**src/rtl/fwd_pkg.sv**
```systemverilog
// ---------------------------------------------------------------------------
// fwd_pkg
// Shared definitions for the EX-stage forwarding / hazard controller:
//   - REC_AW      : register address width carried in a stage record
//   - FWD_RF/WB/MEM: operand mux select encodings (2'b11 is never used)
//   - stage_rec_t : per-stage shadow record copied from the ID decode fields
// ---------------------------------------------------------------------------
package fwd_pkg;

  localparam int REC_AW = 5;

  localparam logic [1:0] FWD_RF  = 2'b00;  // operand from register file
  localparam logic [1:0] FWD_WB  = 2'b01;  // operand from MEM/WB result
  localparam logic [1:0] FWD_MEM = 2'b10;  // operand from EX/MEM result

  typedef struct packed {
    logic              valid;
    logic [REC_AW-1:0] rs;
    logic [REC_AW-1:0] rt;
    logic [REC_AW-1:0] rd;
    logic              regwrite;
    logic              memread;
  } stage_rec_t;

endpackage

```
**src/rtl/fwd_sel.sv**
```systemverilog
// ---------------------------------------------------------------------------
// fwd_sel
// Priority comparator for one operand mux. The MEM record is newer than the
// WB record, so a MEM match wins. r0 is hard-wired zero and never forwards.
// Ports:
//   src_i     in  source register of the instruction in EX
//   mem_rec_i in  EX/MEM shadow record
//   wb_rec_i  in  MEM/WB shadow record
//   sel_o     out mux select (FWD_RF / FWD_WB / FWD_MEM)
// ---------------------------------------------------------------------------
module fwd_sel
  import fwd_pkg::*;
(
  input  logic [REC_AW-1:0] src_i,
  input  stage_rec_t        mem_rec_i,
  input  stage_rec_t        wb_rec_i,
  output logic [1:0]        sel_o
);

  logic mem_hit;
  logic wb_hit;

  assign mem_hit = mem_rec_i.valid && mem_rec_i.regwrite &&
                   (mem_rec_i.rd != '0) && (mem_rec_i.rd == src_i);
  assign wb_hit  = wb_rec_i.valid && wb_rec_i.regwrite &&
                   (wb_rec_i.rd != '0) && (wb_rec_i.rd == src_i);

  always_comb begin
    if (mem_hit)     sel_o = FWD_MEM;
    else if (wb_hit) sel_o = FWD_WB;
    else             sel_o = FWD_RF;
  end

endmodule

```
**src/rtl/fwd_hazard_ctrl.sv**
```systemverilog
// ---------------------------------------------------------------------------
// fwd_hazard_ctrl
// EX-stage forwarding and pipeline hold controller. Keeps EX/MEM/WB shadow
// records of the ID decode fields, drives both operand mux selects, inserts
// one bubble per load-use hazard, and freezes with the pipeline on a dcache
// stall. REG_AW must equal fwd_pkg::REC_AW (the record field width).
// Ports:
//   clk_i, rst_i            clock, synchronous active-high reset
//   id_valid_i .. id_memread_i  ID-stage decode fields
//   flush_i                 branch taken, squash the ID instruction
//   mem_stall_i             dcache miss, whole pipeline frozen
//   fwd_a_o, fwd_b_o        operand A/B mux selects
//   pc_hold_o               hold PC and IF/ID
//   pipe_hold_o             hold ID/EX, EX/MEM, MEM/WB
//   lu_stall_cnt_o          saturating count of load-use bubble cycles
// ---------------------------------------------------------------------------
module fwd_hazard_ctrl
  import fwd_pkg::*;
#(
  parameter int REG_AW = REC_AW,
  parameter int CNT_W  = 16
) (
  input  logic              clk_i,
  input  logic              rst_i,
  input  logic              id_valid_i,
  input  logic [REG_AW-1:0] id_rs_i,
  input  logic [REG_AW-1:0] id_rt_i,
  input  logic              id_rt_used_i,
  input  logic [REG_AW-1:0] id_rd_i,
  input  logic              id_regwrite_i,
  input  logic              id_memread_i,
  input  logic              flush_i,
  input  logic              mem_stall_i,
  output logic [1:0]        fwd_a_o,
  output logic [1:0]        fwd_b_o,
  output logic              pc_hold_o,
  output logic              pipe_hold_o,
  output logic [CNT_W-1:0]  lu_stall_cnt_o
);

  stage_rec_t       ex_q,  ex_d;
  stage_rec_t       mem_q, mem_d;
  stage_rec_t       wb_q,  wb_d;
  stage_rec_t       id_rec;
  logic [CNT_W-1:0] cnt_q, cnt_d;
  logic             lu;
  logic [1:0]       sel_a, sel_b;

  assign id_rec = '{valid:    id_valid_i,
                    rs:       id_rs_i,
                    rt:       id_rt_i,
                    rd:       id_rd_i,
                    regwrite: id_regwrite_i,
                    memread:  id_memread_i};

  // Load in EX whose result is needed by the ID instruction: the value only
  // exists after MEM, so ID must wait one cycle behind a bubble.
  assign lu = ex_q.valid && ex_q.memread && (ex_q.rd != '0) && id_valid_i &&
              ((ex_q.rd == id_rs_i) || (id_rt_used_i && (ex_q.rd == id_rt_i)));

  always_comb begin
    // NOTE: every next-state signal gets a hold default first so that no
    // path through the block leaves it unassigned (no latch is inferred).
    ex_d  = ex_q;
    mem_d = mem_q;
    wb_d  = wb_q;
    cnt_d = cnt_q;
    if (!mem_stall_i) begin
      wb_d  = mem_q;
      mem_d = ex_q;
      if (lu || flush_i) ex_d = '0;
      else               ex_d = id_rec;
      if (lu && (cnt_q != '1)) cnt_d = cnt_q + CNT_W'(1);
    end
  end

  always_ff @(posedge clk_i) begin
    // NOTE: state registers use non-blocking assignments so every register
    // samples the pre-edge values regardless of statement order. All record
    // fields are cleared on reset, not just valid, so no stale rd or
    // memread can leak into a compare after reset.
    if (rst_i) begin
      ex_q  <= '0;
      mem_q <= '0;
      wb_q  <= '0;
      cnt_q <= '0;
    end else begin
      ex_q  <= ex_d;
      mem_q <= mem_d;
      wb_q  <= wb_d;
      cnt_q <= cnt_d;
    end
  end

  fwd_sel u_sel_a (
    .src_i     (ex_q.rs),
    .mem_rec_i (mem_q),
    .wb_rec_i  (wb_q),
    .sel_o     (sel_a)
  );

  fwd_sel u_sel_b (
    .src_i     (ex_q.rt),
    .mem_rec_i (mem_q),
    .wb_rec_i  (wb_q),
    .sel_o     (sel_b)
  );

  // A bubble in EX reads nothing, so its selects rest at the register file.
  assign fwd_a_o        = ex_q.valid ? sel_a : FWD_RF;
  assign fwd_b_o        = ex_q.valid ? sel_b : FWD_RF;
  assign pc_hold_o      = lu | mem_stall_i;
  assign pipe_hold_o    = mem_stall_i;
  assign lu_stall_cnt_o = cnt_q;

endmodule

```
**config.mk**
```make
export PLATFORM = sky130hd
export DESIGN_NAME = fwd_hazard_ctrl
export DESIGN_NICKNAME = d
export VERILOG_FILES = /design/src/rtl/fwd_pkg.sv /design/src/rtl/fwd_sel.sv /design/src/rtl/fwd_hazard_ctrl.sv
export SDC_FILE = /design/constraint.sdc
export NUM_CORES = 1
export LEC_CHECK = 0
export ABC_AREA = 0
export CORE_MARGIN = 8
export CORE_UTILIZATION = 30
export DETAILED_ROUTE_END_ITERATION = 7
export SLEW_MARGIN = 10
export SYNTH_ARGS = -nofsm -noshare
export SYNTH_HDL_FRONTEND = slang
export SYNTH_SLANG_ARGS = --single-unit
```
**constraint.sdc**
```tcl
create_clock -name clk_i -period 2.6 [get_ports clk_i]
set_input_delay 0.52 -clock clk_i [delete_from_list [all_inputs] [get_ports clk_i]]
set_output_delay 0.52 -clock clk_i [all_outputs]
set_load 0.03 [all_outputs]
```
# After elaboration in Yosys (flattened, before gate mapping)
# Cells that the tools add are included.
# W data, S select, Z words.
# classes
n_addsub	1
div	0
bitwise_logic	2
n_mux	7
n_reduce_logical	20
n_lt_le_gt_ge	0
n_eq_ne	7
n_shift	0
multipliers	0
# ops
op	n
$eq A5 B5 Y1	6
$mux W18	1
$add A16 B1 Y16 const B	1
$ne A16 B16 Y1 const B	1
$reduce_bool A5 Y1	3
$logic_and A1 B1 Y1	14
$mux W2	4
$logic_or A1 B1 Y1	2
$mux W1	2
$reduce_and A2 Y1	1
$not A1 Y1	1
$or A1 B1 Y1	1
# word_totals
inputBits	23
rom_bits	0
ramBits	0
latch_bits	0
mem_count	0
wordCells	50
regBits	48

# Logic depth before layout (Yosys ltp)
# Gate-level depths: netlist (run 1).
# depth
word_depth	6
ltp_mapped	8

# Modules after synthesis
# A second synthesis (run 1) with hierarchy kept.
# hier_totals
cells_unflattened	319
area_unflattened_um2	3115.5
# modules_own_cells
module	instances	area_per_inst_um2	cells_each	seq_area_each_um2
fwd_hazard_ctrl	1	2785.2	279	1401.3
fwd_sel	2	165.2	20	0.0

# Least setup slack after synthesis (run 1)
# No wires, ideal clock.
# synth_path
path_kind	reg-to-output
from	register mem_q[2] (netlist bit)
to	output port fwd_b_o[0]
n_path_buf	0
required_ns	2.080
path_stages_with_launch	5
setup_slack_ns	-0.054
t_arrival_ns	2.134
cell_sequence	dfxtp_1 -> or4_1 -> o211ai_1 -> nor4_1 -> nor4_1
# synth_via
elab_chain_len	5
word_cells_on_any_way	6
cone_classes	eq/ne: 1; mux: 2; reduce/logical: 3
# synth_lines
element	line_no	rtl
from (decl)	fwd_hazard_ctrl.sv:42	stage_rec_t mem_q, mem_d;
from (signal assigned)	fwd_hazard_ctrl.sv:89	mem_q <= mem_d;
$reduce_bool A5 Y1	fwd_sel.sv:24	(mem_rec_i.rd != '0) && (mem_rec_i.rd == src_i);
$logic_and A1 B1 Y1	fwd_sel.sv:23	assign mem_hit = mem_rec_i.valid && mem_rec_i.regwrite &&
$logic_and A1 B1 Y1 *	fwd_sel.sv:24	
$mux W2 *	fwd_sel.sv:29	if (mem_hit) sel_o = FWD_MEM;
$mux W2 *	fwd_hazard_ctrl.sv:111	assign fwd_b_o = ex_q.valid ? sel_b : FWD_RF;
to (decl)	fwd_hazard_ctrl.sv:35	output logic [1:0] fwd_b_o,
# Every way passes the cells marked *; elsewhere a longest branch is shown, timed or not.

# Final worst setup path (run 1)
# Ends and elaborated chain as after synthesis.

==> flow_summary.yaml, run 1 <==
status:
  run_status: "completed"
route:
  viasPerCell: 5.14
  first_iter_violations: 90
  wl_per_cell_um: 15.5
  drc: 0
  vias: 1999
  antenna_left: 0
  dr.pass1.iters: 6
  wirelength_um: 6030
critical_path:
  worst_setup_path_start_kind: "register"
  crit_path_end_kind: "primary output"
  crit_type: "reg2out"
  critPathRequiredTime_ns: 2.08
  worst_ep_arrival_time_ns: 1.97
  path_max_fanout: 2
logic_synthesis:
  synth_area_sq_um: 2240
  ys_ff_latch: 48
  synth.distinct_cells: 33
  synthesis.nets: 259
  syn_avg_cell_area_sq_um: 9.55
  yosysWarnings: 0
  synth-seq-area-share: 0.428
  synth_cells: 235
global_routing:
  antenna_found_initial: 0
  met1_usage: 0.145
  grt_start_max_net_pins: 19
  grt_pass1_vias: 1913
  grt_pass1_wl_um: 9670
  met3_usage: 0.0341
  overflow: 0
  gr-max-usage-layer: "met2"
  grt_usage: 0.119
  use_met2: 0.190
sta:
  rsz0062_at_grt: "yes"
  max_freq_mhz: 401
  timing.final.crit_share: 0.958
  final_hold_viol_count: 0
  finClkSkew_ns: 0.00955
  layout_min_cycle_time_ns: 2.49
  slew-limit-headroom: 0.518
  worst_pin_slew_ns: 0.721
  setup_viol: 0
  maxSlewViolCount: 0
  finalSetupTns_ns: 0
power_and_ir_drop:
  p_leak_uw: 0.00116
  powerDensity_nw_per_um2: 545
  vdd_drop_max_v: 0.000238
  p_total_uw: 1660
hold_path:
  min_path_type: "reg2reg"
final_layout:
  area_growth_pct: 35.9
  fillers: 727
  final_layout_size_suffix_gt1_frac: 0.148
  finalNetCount: 313
  n_antenna_cell: 0
placement:
  dp_hpwl_um: 4460
  gp_congestion: 0.875
  port_buffers: 44
clock_tree:
  insertion_delay_ns: 0.31
  cts_tree: "done"
  cts.clk_slew.worst_paths_ns: 0.10
  ctsHtreeMaxLevel: 2
  root_buffer: "clkbuf_8"
  ctsHoldBuffers: 0
  cts_max_path_buffers: 2
  cts.sinks: 48
  numCtsBuffers: 5
die:
  row_count: 31
  die_x_um: 102
  io_pins: 45
  fp.dieH_um: 102
  floorplan.initialDensity: 0.309
  fp.dieArea_sq_um: 10500
  core_sq_um: 7250
flow_run:
  maxCapViolations: 0
==> layer usage <==
metal  part of all wire  routed length (um)  up-vias
li1                   -                   -      977
met1               0.47                2820      958
met2               0.45                2700       54
met3              0.065                 390       10
met4              0.020                 119        0
met5                  0                   0        -
==> final cells by class <==
type | instances | area, sq um | area share
Clock inverter | 3 | 90.1 | 0.0296
Clock buffer | 5 | 68.8 | 0.0226
Sequential cell | 48 | 977 | 0.321
Timing Repair Buffer | 57 | 522 | 0.171
Inverter | 1 | 3.75 | 0.00123
Tap cell | 99 | 124 | 0.0406
Multi-Input combinational cell | 176 | 1260 | 0.414
==> final timing paths <==
path | start | end | slack [ns] | cells after the start
worst min-delay path | ex_q[1] | ex_q[1] | 0.48 | 1
worst max-delay path | mem_q[2] | fwd_b_o[0] | 0.11 | 6
worst max register to register | ex_q[4] | lu_stall_cnt_o[9] | 0.57 | 6
worst min register to register | ex_q[1] | ex_q[1] | 0.48 | 1
==> Yosys cell counts, drive strengths merged <==
cell type   n  area share
o2111ai     1      0.0039
and4        2      0.0078
or4        10       0.033
o21ai       7       0.016
dfxtp      48        0.43
clkbuf      4      0.0067
xor2       16       0.062
a21o        1      0.0033
a21oi      15       0.033
buf         6       0.017
nand3      11       0.027
nor2       22       0.037
xnor2      16       0.062
o22ai       1      0.0056
mux2i      15       0.067
a22o       18       0.070
or2         1      0.0028
o211ai      1      0.0033
nand2       7       0.012
nand4       8       0.022
nor2b       1      0.0028
and2        3      0.0084
o31ai       6       0.020
nor4        4       0.011
inv         1      0.0017
ha          1      0.0056
or3         7       0.020
nor3        2      0.0095
==> placed cells by master (no fill, tap or decap), types with 2 or more instances in the layout <==
master            n
or4_1             9
dfxtp_4           3
or3_1             7
bufinv_16         3
nand2_1           7
nor2_1           22
nor4_2            3
and2_1            3
o31ai_1           6
xnor2_1          16
xor2_1           16
nand3_1          10
o21ai_0           7
dfxtp_2           4
clkbuf_8          5
clkdlybuf4s50_1  38
a22o_1           18
mux2i_1          15
buf_4            16
dfxtp_1          41
and4_1            2
a21oi_1          15
nand4_1           8
==> worst max-delay path, cell delays in order, from the launching register on <==
cell and delay, ns:
dfxtp_4 0.35, or4_4 0.52, o211ai_1 0.24, buf_4 0.16
nor4_2 0.05, nor4_2 0.13, buf_4 0.20
==> stage by stage <==
step	hold slack (ns)	area (sq um)	setup slack, ns	util	std cells
6_report	0.485	3050	0.108	0.420	389
5_1_grt	0.524	3050	-0.0442	0.420	389
4_1_cts	0.489	3030	-0.0212	0.418	389
3_5_place_dp	0.467	2830	0.0378	0.390	378
3_3_place_gp	0.467	2830	0.00439	0.390	378
2_1_floorplan	0.449	2250	0.0151	-	235
==> registers in the layout, indices dropped and copies added, names as in the netlist <==
register and count:
ex_q 18, wb_q 7, lu_stall_cnt_o 16, mem_q 7
==> kinds of logic after synthesis <==
kind of cell	share of synthesized area
adder cells (fa/ha/maj)	0.00558
flip-flops	0.428
multiplexers	0.0669
AND/OR/NAND/NOR	0.193
buffers and inverters	0.0256
XOR/XNOR	0.125
AO/OA/AOI/OAI	0.156
==> where the power goes <==
part | switching (uW) | internal, uW | leakage, uW
Clock | 274 | 481 | 0.0000784
Sequential | 18.0 | 746 | 0.000393
Combinational | 63.8 | 77.1 | 0.000692
Total | 356 | 1300 | 0.00116
==> timing repair <==
item | 4_1_cts | 5_1_grt
endpoints found under the hold margin | 0 | 0
setup buffers | 3 | 0
pin swaps | 3 | 3
gates resized for setup | 12 | 12
endpoints found under the setup margin | 4 | 4
No activity file was read; power rests on OpenSTA's default activity.
==> inputs of run 2 (changes only) <==
Settings changed: CORE_ASPECT_RATIO from default to 1.4.
==> run 2 against run 1 <==
Against the previous run:
- global-route usage increased by 0.051 points
- clock-buffer cell count increased by 1
- setup slack got worse by 0.062 ns
- hold slack improved by 0.0028 ns
- sequential share of layout area increased by 0.97 points
- register-to-register slack about the same
- power decreased by 18%
- routed wire length decreased by 0.31%
- sequential power increased by 0.5%
- final cell count decreased by 1.3%
- critical path depth unchanged
- highest routed layer unchanged
==> flow_summary.yaml, run 2 (same netlist as run 1, synthesis figures left out) <==
status:
  run_status: "completed"
global_routing:
  met1_usage: 0.132
  grt_pass1_wl_um: 9980
  use_met2: 0.213
  grt_pass1_vias: 1930
  grt_start_max_net_pins: 22
  overflow: 0
  grt_usage: 0.119
  met3_usage: 0.0250
  gr-max-usage-layer: "met2"
  antenna_found_initial: 0
clock_tree:
  numCtsBuffers: 5
  cts_tree: "done"
  cts.sinks: 48
  ctsHtreeMaxLevel: 2
  root_buffer: "clkbuf_8"
  insertion_delay_ns: 0.30
  cts.clk_slew.worst_paths_ns: 0.08
  cts_max_path_buffers: 2
critical_path:
  crit_path_end_kind: "primary output"
  path_max_fanout: 5
  startpoint: "mem_q[2]"
  crit_type: "reg2out"
  critPathRequiredTime_ns: 2.08
  worst_setup_path_start_kind: "register"
  reg2reg_from: "ex_q[6]"
  worst_ep_arrival_time_ns: 2.03
sta:
  max_freq_mhz: 391
  setup_viol: 0
  worst_pin_slew_ns: 0.738
  layout_min_cycle_time_ns: 2.55
  timing.final.crit_share: 0.982
  maxSlewViolCount: 0
  rsz0062_at_grt: "yes"
  slew-limit-headroom: 0.506
  final_hold_viol_count: 0
  finClkSkew_ns: 0.0103
die:
  io_pins: 45
  fp.dieArea_sq_um: 10500
  floorplan.initialDensity: 0.307
  fp.dieH_um: 118
  die_x_um: 89.1
  core_sq_um: 7310
  row_count: 37
final_layout:
  final_common_cell: "dfxtp_1"
  area_growth_pct: 30.7
  layout_common_cells: "dfxtp_1 (42), clkdlybuf4s50_1 (38), nor2_1 (22)"
  largest_register: "ex_q"
  final_cell_count_no_fill: 384
  final_layout_size_suffix_gt1_frac: 0.132
  final_util: 0.401
  largest_reg_flops: 18
  n_antenna_cell: 0
  finalNetCount: 310
flow_run:
  maxCapViolations: 0
power_and_ir_drop:
  p_leak_uw: 0.00112
  internal_power_uw: 1040
  switching_power_uw: 328
  combPwrFrac: 0.101
  vdd_drop_max_v: 0.000290
  pwr-share-seq: 0.563
  clkPwrFrac: 0.337
  p_sw_frac: 0.241
  powerDensity_nw_per_um2: 466
route:
  vias: 1919
  dr.pass1.iters: 4
  antenna_left: 0
  wl_per_cell_um: 15.7
  first_iter_violations: 70
  drc: 0
  wirelength_um: 6020
  viasPerCell: 5.00
placement:
  placed_cells: 375
  gp_congestion: 0.870
  port_buffers: 44
  dp_hpwl_um: 4510
hold_path:
  min_path_type: "reg2reg"
  hold_start: "ex_q[1]"
run 2: cell count changes in the layout (fill, tap and decap cells not counted), moves of 2 or more:
cell	previous run	this run
dfxtp_2	4	6
clkinv_2	0	2
dfxtp_4	3	0
bufinv_16	3	0
buf_4	16	14
run 2: metrics by stage:
| step | instance area (sq um) | hold slack, ns | worst slack (ns) | TNS [ns] | total power, uW |
|---|---|---|---|---|---|
| final | 2930 | 0.488 | 0.0456 | 0 | 1360 |
| after global routing | 2930 | 0.518 | -0.0950 | -0.168 | 1430 |
| after CTS | 2920 | 0.491 | 0.0149 | 0 | 1380 |
| after detailed placement | 2820 | 0.466 | 0.0532 | 0 | 922 |
| after global placement | 2820 | 0.462 | 0.0301 | 0 | 921 |
| after floorplan | 2250 | 0.449 | 0.0151 | 0 | 854 |
run 2: worst max-delay path, stage by stage, from the launching register on:
cell and delay [ns]:
dfxtp_2 0.36, or4_1 0.54, o211ai_1 0.27, buf_4 0.17, nor4_2 0.05, nor4_2 0.15, buf_4 0.21
run 2: final timing paths:
path                     end  cells after the start  slack [ns]
setup / recovery  fwd_b_o[0]                      6        0.05
hold / removal       ex_q[1]                      1        0.49
setup reg to reg     ex_q[9]                      5        0.56
hold reg to reg      ex_q[1]                      1        0.49
run 2: cell type report:
cell class | count | area [sq um]
fillers | 775 | 4380
clock inverters | 2 | 10.0
multi-input cells | 176 | 1250
inverters | 1 | 3.75
flip-flops and latches | 48 | 968
repair buffers | 54 | 495
clock buffers | 6 | 82.6
well taps | 97 | 121
run 2: repair_timing:
item / in CTS / in global routing
gates cloned: 0 / 0
hold buffers: 0 / 0
setup endpoints to repair: 3 / 4
buffers inserted: 0 / 1
resized for setup: 9 / 8
pin swaps: 1 / 2
run 2: power by group through the flow:
stage	clock network, uW	registers (uW)	logic [uW]
3_5_place_dp	0	786	136
3_3_place_gp	0	786	135
4_1_cts	476	769	138
6_report	459	768	138
2_1_floorplan	0	779	74.9
5_1_grt	507	771	149
run 2: per-layer routing:
layer	wire (um)	vias to the layer above
met2	3150	51
met3	300	7
li1	-	964
met1	2460	897
met5	0	-
met4	103	0
==> RTL change 1, RTL diff (flow settings as in run 2) <==
Change the parameter `CNT_W` from 16 to 18.
--- a/src/rtl/fwd_hazard_ctrl.sv
+++ b/src/rtl/fwd_hazard_ctrl.sv
@@ -19,5 +19,5 @@
 #(
   parameter int REG_AW = REC_AW,
-  parameter int CNT_W  = 16
+  parameter int CNT_W  = 18
 ) (
   input  logic              clk_i,
Ports: changed (resized lu_stall_cnt_o); port bits go from 45 to 47. No check against the original RTL was run, so the function may have changed too.
==> RTL change 1 against run 2 <==
The run now ends with setup timing left; setup slack lost 0.050 ns; final area grew 14%; wire length grew 4.2%; die area grew 6.6%; sequential power grew 3.9%; count of clock-buffer cells in the layout shrank 1; area after synthesis grew 7.9%; hold slack lost 0.0041 ns; final cell count grew 6.8%; sequential cell count grew 2; critical path type unchanged; power grew 24%; largest power group unchanged; register-to-register slack lost 0.31 ns.
==> RTL change 1: results (changes against run 2) <==
clock root buffer=clkbuf_16; Worst-path clk slew=0.07 ns; # port buffers=46 (+4.5%); final setup margin=-0.00423 ns (-0.0498 ns); Top Metal Used=met4; post-synth cell types=43 (+30%); VDD IR max=0.000267 V (-7.9%); DP Worst Slack=-0.0609 ns (-0.114 ns); final setup vio count=1 (+1); met1 WL=2.69 mm (+9.3%); worst min path class=flip-flop to flip-flop; Syn Area/Cell=9.96 µm² (+4.3%); TNS Setup=-0.00423 ns (-0.00423 ns); relative slew slack=0.668 (+0.162); metal3 WL=322 µm (+7.3%); R2R Setup Slk=0.25 ns (-0.31 ns); layout cells sized above 1=0.175 (+0.0429); met2 wire length=3.17 mm (+0.70%); CTS HTree Levels=2 (unchanged); Fill cells=817 (+5.4%); Post-Place Cells=397 (+5.9%); Final HPWL DP=4.63 mm (+2.8%); global-route wire length before repair=10.4 mm (+4.4%); initial drt markers=119 (+70%); Nets=331 (+6.8%); Total GRT Usage=0.115 (-0.00419); failing checks=setup timing; Routed WL=6.27 mm (+4.2%); RePlAce Congestion=0.788 (-9.3%); top area cells in the synthesized netlist=dfxtp_1, xnor2_1, a22o_1, xor2_1, mux2i_1; outcome=complete, but fails checks; largest net degree at the start of global routing=26 (+18%); Post-Syn Nets=267 (+3.1%); sequential element share of the synthesized area=0.414 (-0.0147); number of global-route vias before repair=2116 (+9.6%); drt via density=4.82 (-3.5%); most instantiated cells after synthesis=dfxtp_1, nor2_1, xnor2_1; worst-path fanout max=2 (-3); Lkg Pwr=0.00130 µW (+16%); Clock Skew=0.00543 ns (-0.00486 ns); WP data arrival=2.08 ns (+0.05 ns); routed vias=1977 (+3.0%)
RTL change 1: cell types whose count changed after synthesis, sizes merged, moves of 6 or more:
| cell | before | now |
|---|---|---|
| a21oi | 15 | 6 |
| or4 | 10 | 3 |
| nor3 | 2 | 8 |
| xnor2 | 16 | 22 |
| nor2 | 22 | 32 |
| o21ai | 7 | 1 |
| or3 | 7 | 1 |
RTL change 1: area by class of cell:
| class | instances | area (µm²) | share of cell area |
|---|---|---|---|
| Clock inverter | 3 | 45.0 | 0.0135 |
| Tap cell | 102 | 128 | 0.0383 |
| Inverter | 2 | 7.51 | 0.00225 |
| Clock buffer | 5 | 125 | 0.0376 |
| Sequential cell | 50 | 1000 | 0.301 |
| Timing Repair Buffer | 70 | 676 | 0.203 |
| Multi-Input combinational cell | 178 | 1350 | 0.404 |
RTL change 1: worst paths after layout:
kind                               start                 end  depth (start not counted)
worst max register to register   ex_q[3]  lu_stall_cnt_o[12]                          6
worst max-delay path            mem_q[3]          fwd_b_o[0]                          6
worst min register to register   ex_q[1]             ex_q[1]                          1
worst min-delay path             ex_q[1]             ex_q[1]                          1
RTL change 1: cell families (layout without fill, tap and decap cells):
kind of cell / after synthesis / after routing / synth area share
adders and majority gates: 1 / 1 / 0.00517
buffers and inverters: 15 / 80 / 0.0377
muxes: 17 / 17 / 0.0719
xor gates and xnor gates: 40 / 40 / 0.145
DFF: 50 / 50 / 0.414
and+or+nand+nor: 85 / 85 / 0.201
AOI/OAI and AO/OA: 35 / 35 / 0.126
RTL change 1: power breakdown:
part	switching, µW	internal (µW)
clock	284	454
sequential	17.9	780
combinational	71.6	84.3
RTL change 1: worst max-delay path, stage by stage, from the launching register on:
cell and delay (ns):
dfxtp_1 0.32, or4_4 0.54, o211ai_1 0.29, nor4_2 0.08, nor4_1 0.29, buf_4 0.18
buf_12 0.11
RTL change 1: per-layer routing:
| metal | GRT usage | vias to the layer above |
|---|---|---|
| met1 | 0.133 | 928 |
| met4 | 0.0394 | 0 |
| met5 | 0 | - |
| li1 | - | 991 |
| met2 | 0.196 | 52 |
| met3 | 0.0361 | 6 |
RTL change 1: what timing repair did:
action | in CTS | in global routing
buffers inserted | 1 | 4
resized for setup | 3 | 7
setup endpoints to repair | 3 | 7
pin swaps | 3 | 8
RTL change 1: through the flow:
stage                     hold slack, ns  cell area [µm²]
after detailed placement           0.461             3080
after CTS                          0.481             3270
final                              0.484             3330
after floorplan                    0.442             2420
after global routing               0.502             3330
after global placement             0.459             3080
==> RTL change 2, RTL diff (flow settings as in run 2) <==
Without the edit above. Put one more register stage on the output `lu_stall_cnt_o`, with the module's reset. The value now appears one clock later. The other outputs are not delayed to match. Comments in the files are not updated.
--- a/src/rtl/fwd_hazard_ctrl.sv
+++ b/src/rtl/fwd_hazard_ctrl.sv
@@ -112,5 +112,11 @@
   assign pc_hold_o      = lu | mem_stall_i;
   assign pipe_hold_o    = mem_stall_i;
-  assign lu_stall_cnt_o = cnt_q;
+  always_ff @(posedge clk_i) begin
+    if (rst_i) begin
+      lu_stall_cnt_o <= '0;
+    end else begin
+      lu_stall_cnt_o <= cnt_q;
+    end
+  end
 
 endmodule
Formal check against the unedited RTL: not equivalent (a bounded check fails within 4 cycles, from zero or initial values and one cycle with rst_i high).
==> RTL change 2 against run 2 <==
Sequential power grew 32%; highest routed layer unchanged; power grew 76%; die area increased by 18%; wire length grew 12%; critical path depth fell by 1; sequential cell count rose by 16; count of clock-buffer cells in the layout up 5; final area grew 28%; sequential share of layout area up 1.5 points; area after synthesis up 21%; largest power group is now the clock network; global-route usage decreased by 0.41 points; setup slack better by 0.040 ns; hold slack got worse by 0.010 ns; synthesized cell count is 19% higher.
==> RTL change 2: results (changes against run 2) <==
outcome=complete, no violations; layout cells sized above 1=0.198 (+0.0653); Synth Area in Adders=0.00459 (-0.000984); Nets=369 (+19%); Post-Place Cells=440 (+17%); post-synthesis xor/xnor area fraction=0.0965 (-0.0285); chip width=96.5 µm (+8.4%); GR Util met3=0.0449 (+0.0199); Routed WL=6.75 mm (+12%); Max stage delay cell, worst path=or4_4; compound-cell area share of the yosys netlist=0.104 (-0.0513); Post-Syn Nets=303 (+17%); metal3 WL=309 µm (+3.0%); clock root buffer=clkbuf_16; Final HPWL DP=5.09 mm (+13%); met2 wire length=3.67 mm (+16%); worst-skew pair later-pin latency=0.33 ns (+0.03 ns); number of global-route vias before repair=2331 (+21%); Worst-path clk slew=0.05 ns (-0.03 ns); relative slew slack=0.760 (+0.253); met1 WL=2.61 mm (+6.3%); worst-path fanout max=4 (-1); cell count after synthesis=279 (+19%); global-route wire length before repair=10.8 mm (+8.0%); WP data arrival=1.99 ns (-0.04 ns); top area cells in the synthesized netlist=dfxtp_1, xor2_1, a22o_1, mux2i_1, nor2_1; RePlAce Congestion=0.794 (-8.7%); Inserted Clock Buffers=9 (+4); VDD IR max=0.000305 V (+5.1%); drt via density=4.79 (-4.2%); Fill cells=915 (+18%); largest net degree at the start of global routing=19 (-14%); CTS HTree Levels=3 (+1); DRT Pass-1 Iters=6 (+2); initial drt markers=101 (+44%); Clock Skew=0.00679 ns (-0.00351 ns); CP max stage delay=0.56 ns (+0.02 ns); met1 Use GR=0.115 (-0.0170); multiplexer share of the synthesized area=0.0969 (+0.0300); met2 usage=0.200 (-0.0121); sequential element share of the synthesized area=0.470 (+0.0420)
[RTL change 2: cell types whose count changed in the layout (fill, tap and decap cells not counted), sizes merged, moves of 6 or more]
cell | run 2 | this run
or4 | 10 | 4
mux2 | 0 | 11
buf | 15 | 31
nor2 | 22 | 36
xnor2 | 16 | 9
nor2b | 1 | 16
nor3 | 2 | 13
a21oi | 15 | 4
dfxtp | 48 | 64
[RTL change 2: path summary, 6_finish.rpt]
kind            from          to  slack [ns]  cells after the start
min reg2reg  ex_q[1]     ex_q[1]        0.48                      1
max          wb_q[3]  fwd_a_o[0]        0.09                      5
min          ex_q[1]     ex_q[1]        0.48                      1
max reg2reg  ex_q[6]    cnt_q[3]        0.39                      7
[RTL change 2: timing repair]
item,4_1_cts,5_1_grt
pin swaps,7,4
setup endpoints to repair,4,4
gates cloned,0,0
gates resized for setup,19,10
buffers inserted,1,0
[RTL change 2: where the power goes]
group          internal [µW]  switching [µW]  total, µW
clock                    829             399       1230
combinational           85.7            78.4        164
sequential               993            17.0       1010
[RTL change 2: area by class of cell]
class / count / area [µm²] / area share
tap: 107 / 134 / 0.0356
timing repair buffer: 69 / 619 / 0.165
clock inverter: 4 / 70.1 / 0.0186
inverter: 4 / 15.0 / 0.00399
clock buffer: 11 / 233 / 0.0619
multi-input combinational: 197 / 1390 / 0.370
sequential: 64 / 1300 / 0.345
[RTL change 2: cells by family after synthesis]
logic type                 count (synthesis)
xor gates and xnor gates                  30
muxes                                     25
and+or+nand+nor                          105
adders and majority gates                  1
buffers and inverters                     18
DFF                                       64
AOI/OAI and AO/OA                         36
[RTL change 2: worst reg2reg max path, stage by stage, from the launching register on]
cell and delay, ns:
dfxtp_1 0.48, xor2_2 0.13, nor4_1 0.26, a32oi_1 0.15, buf_4 0.16, buf_4 0.17, nor4b_1 0.39, mux2_2 0.37
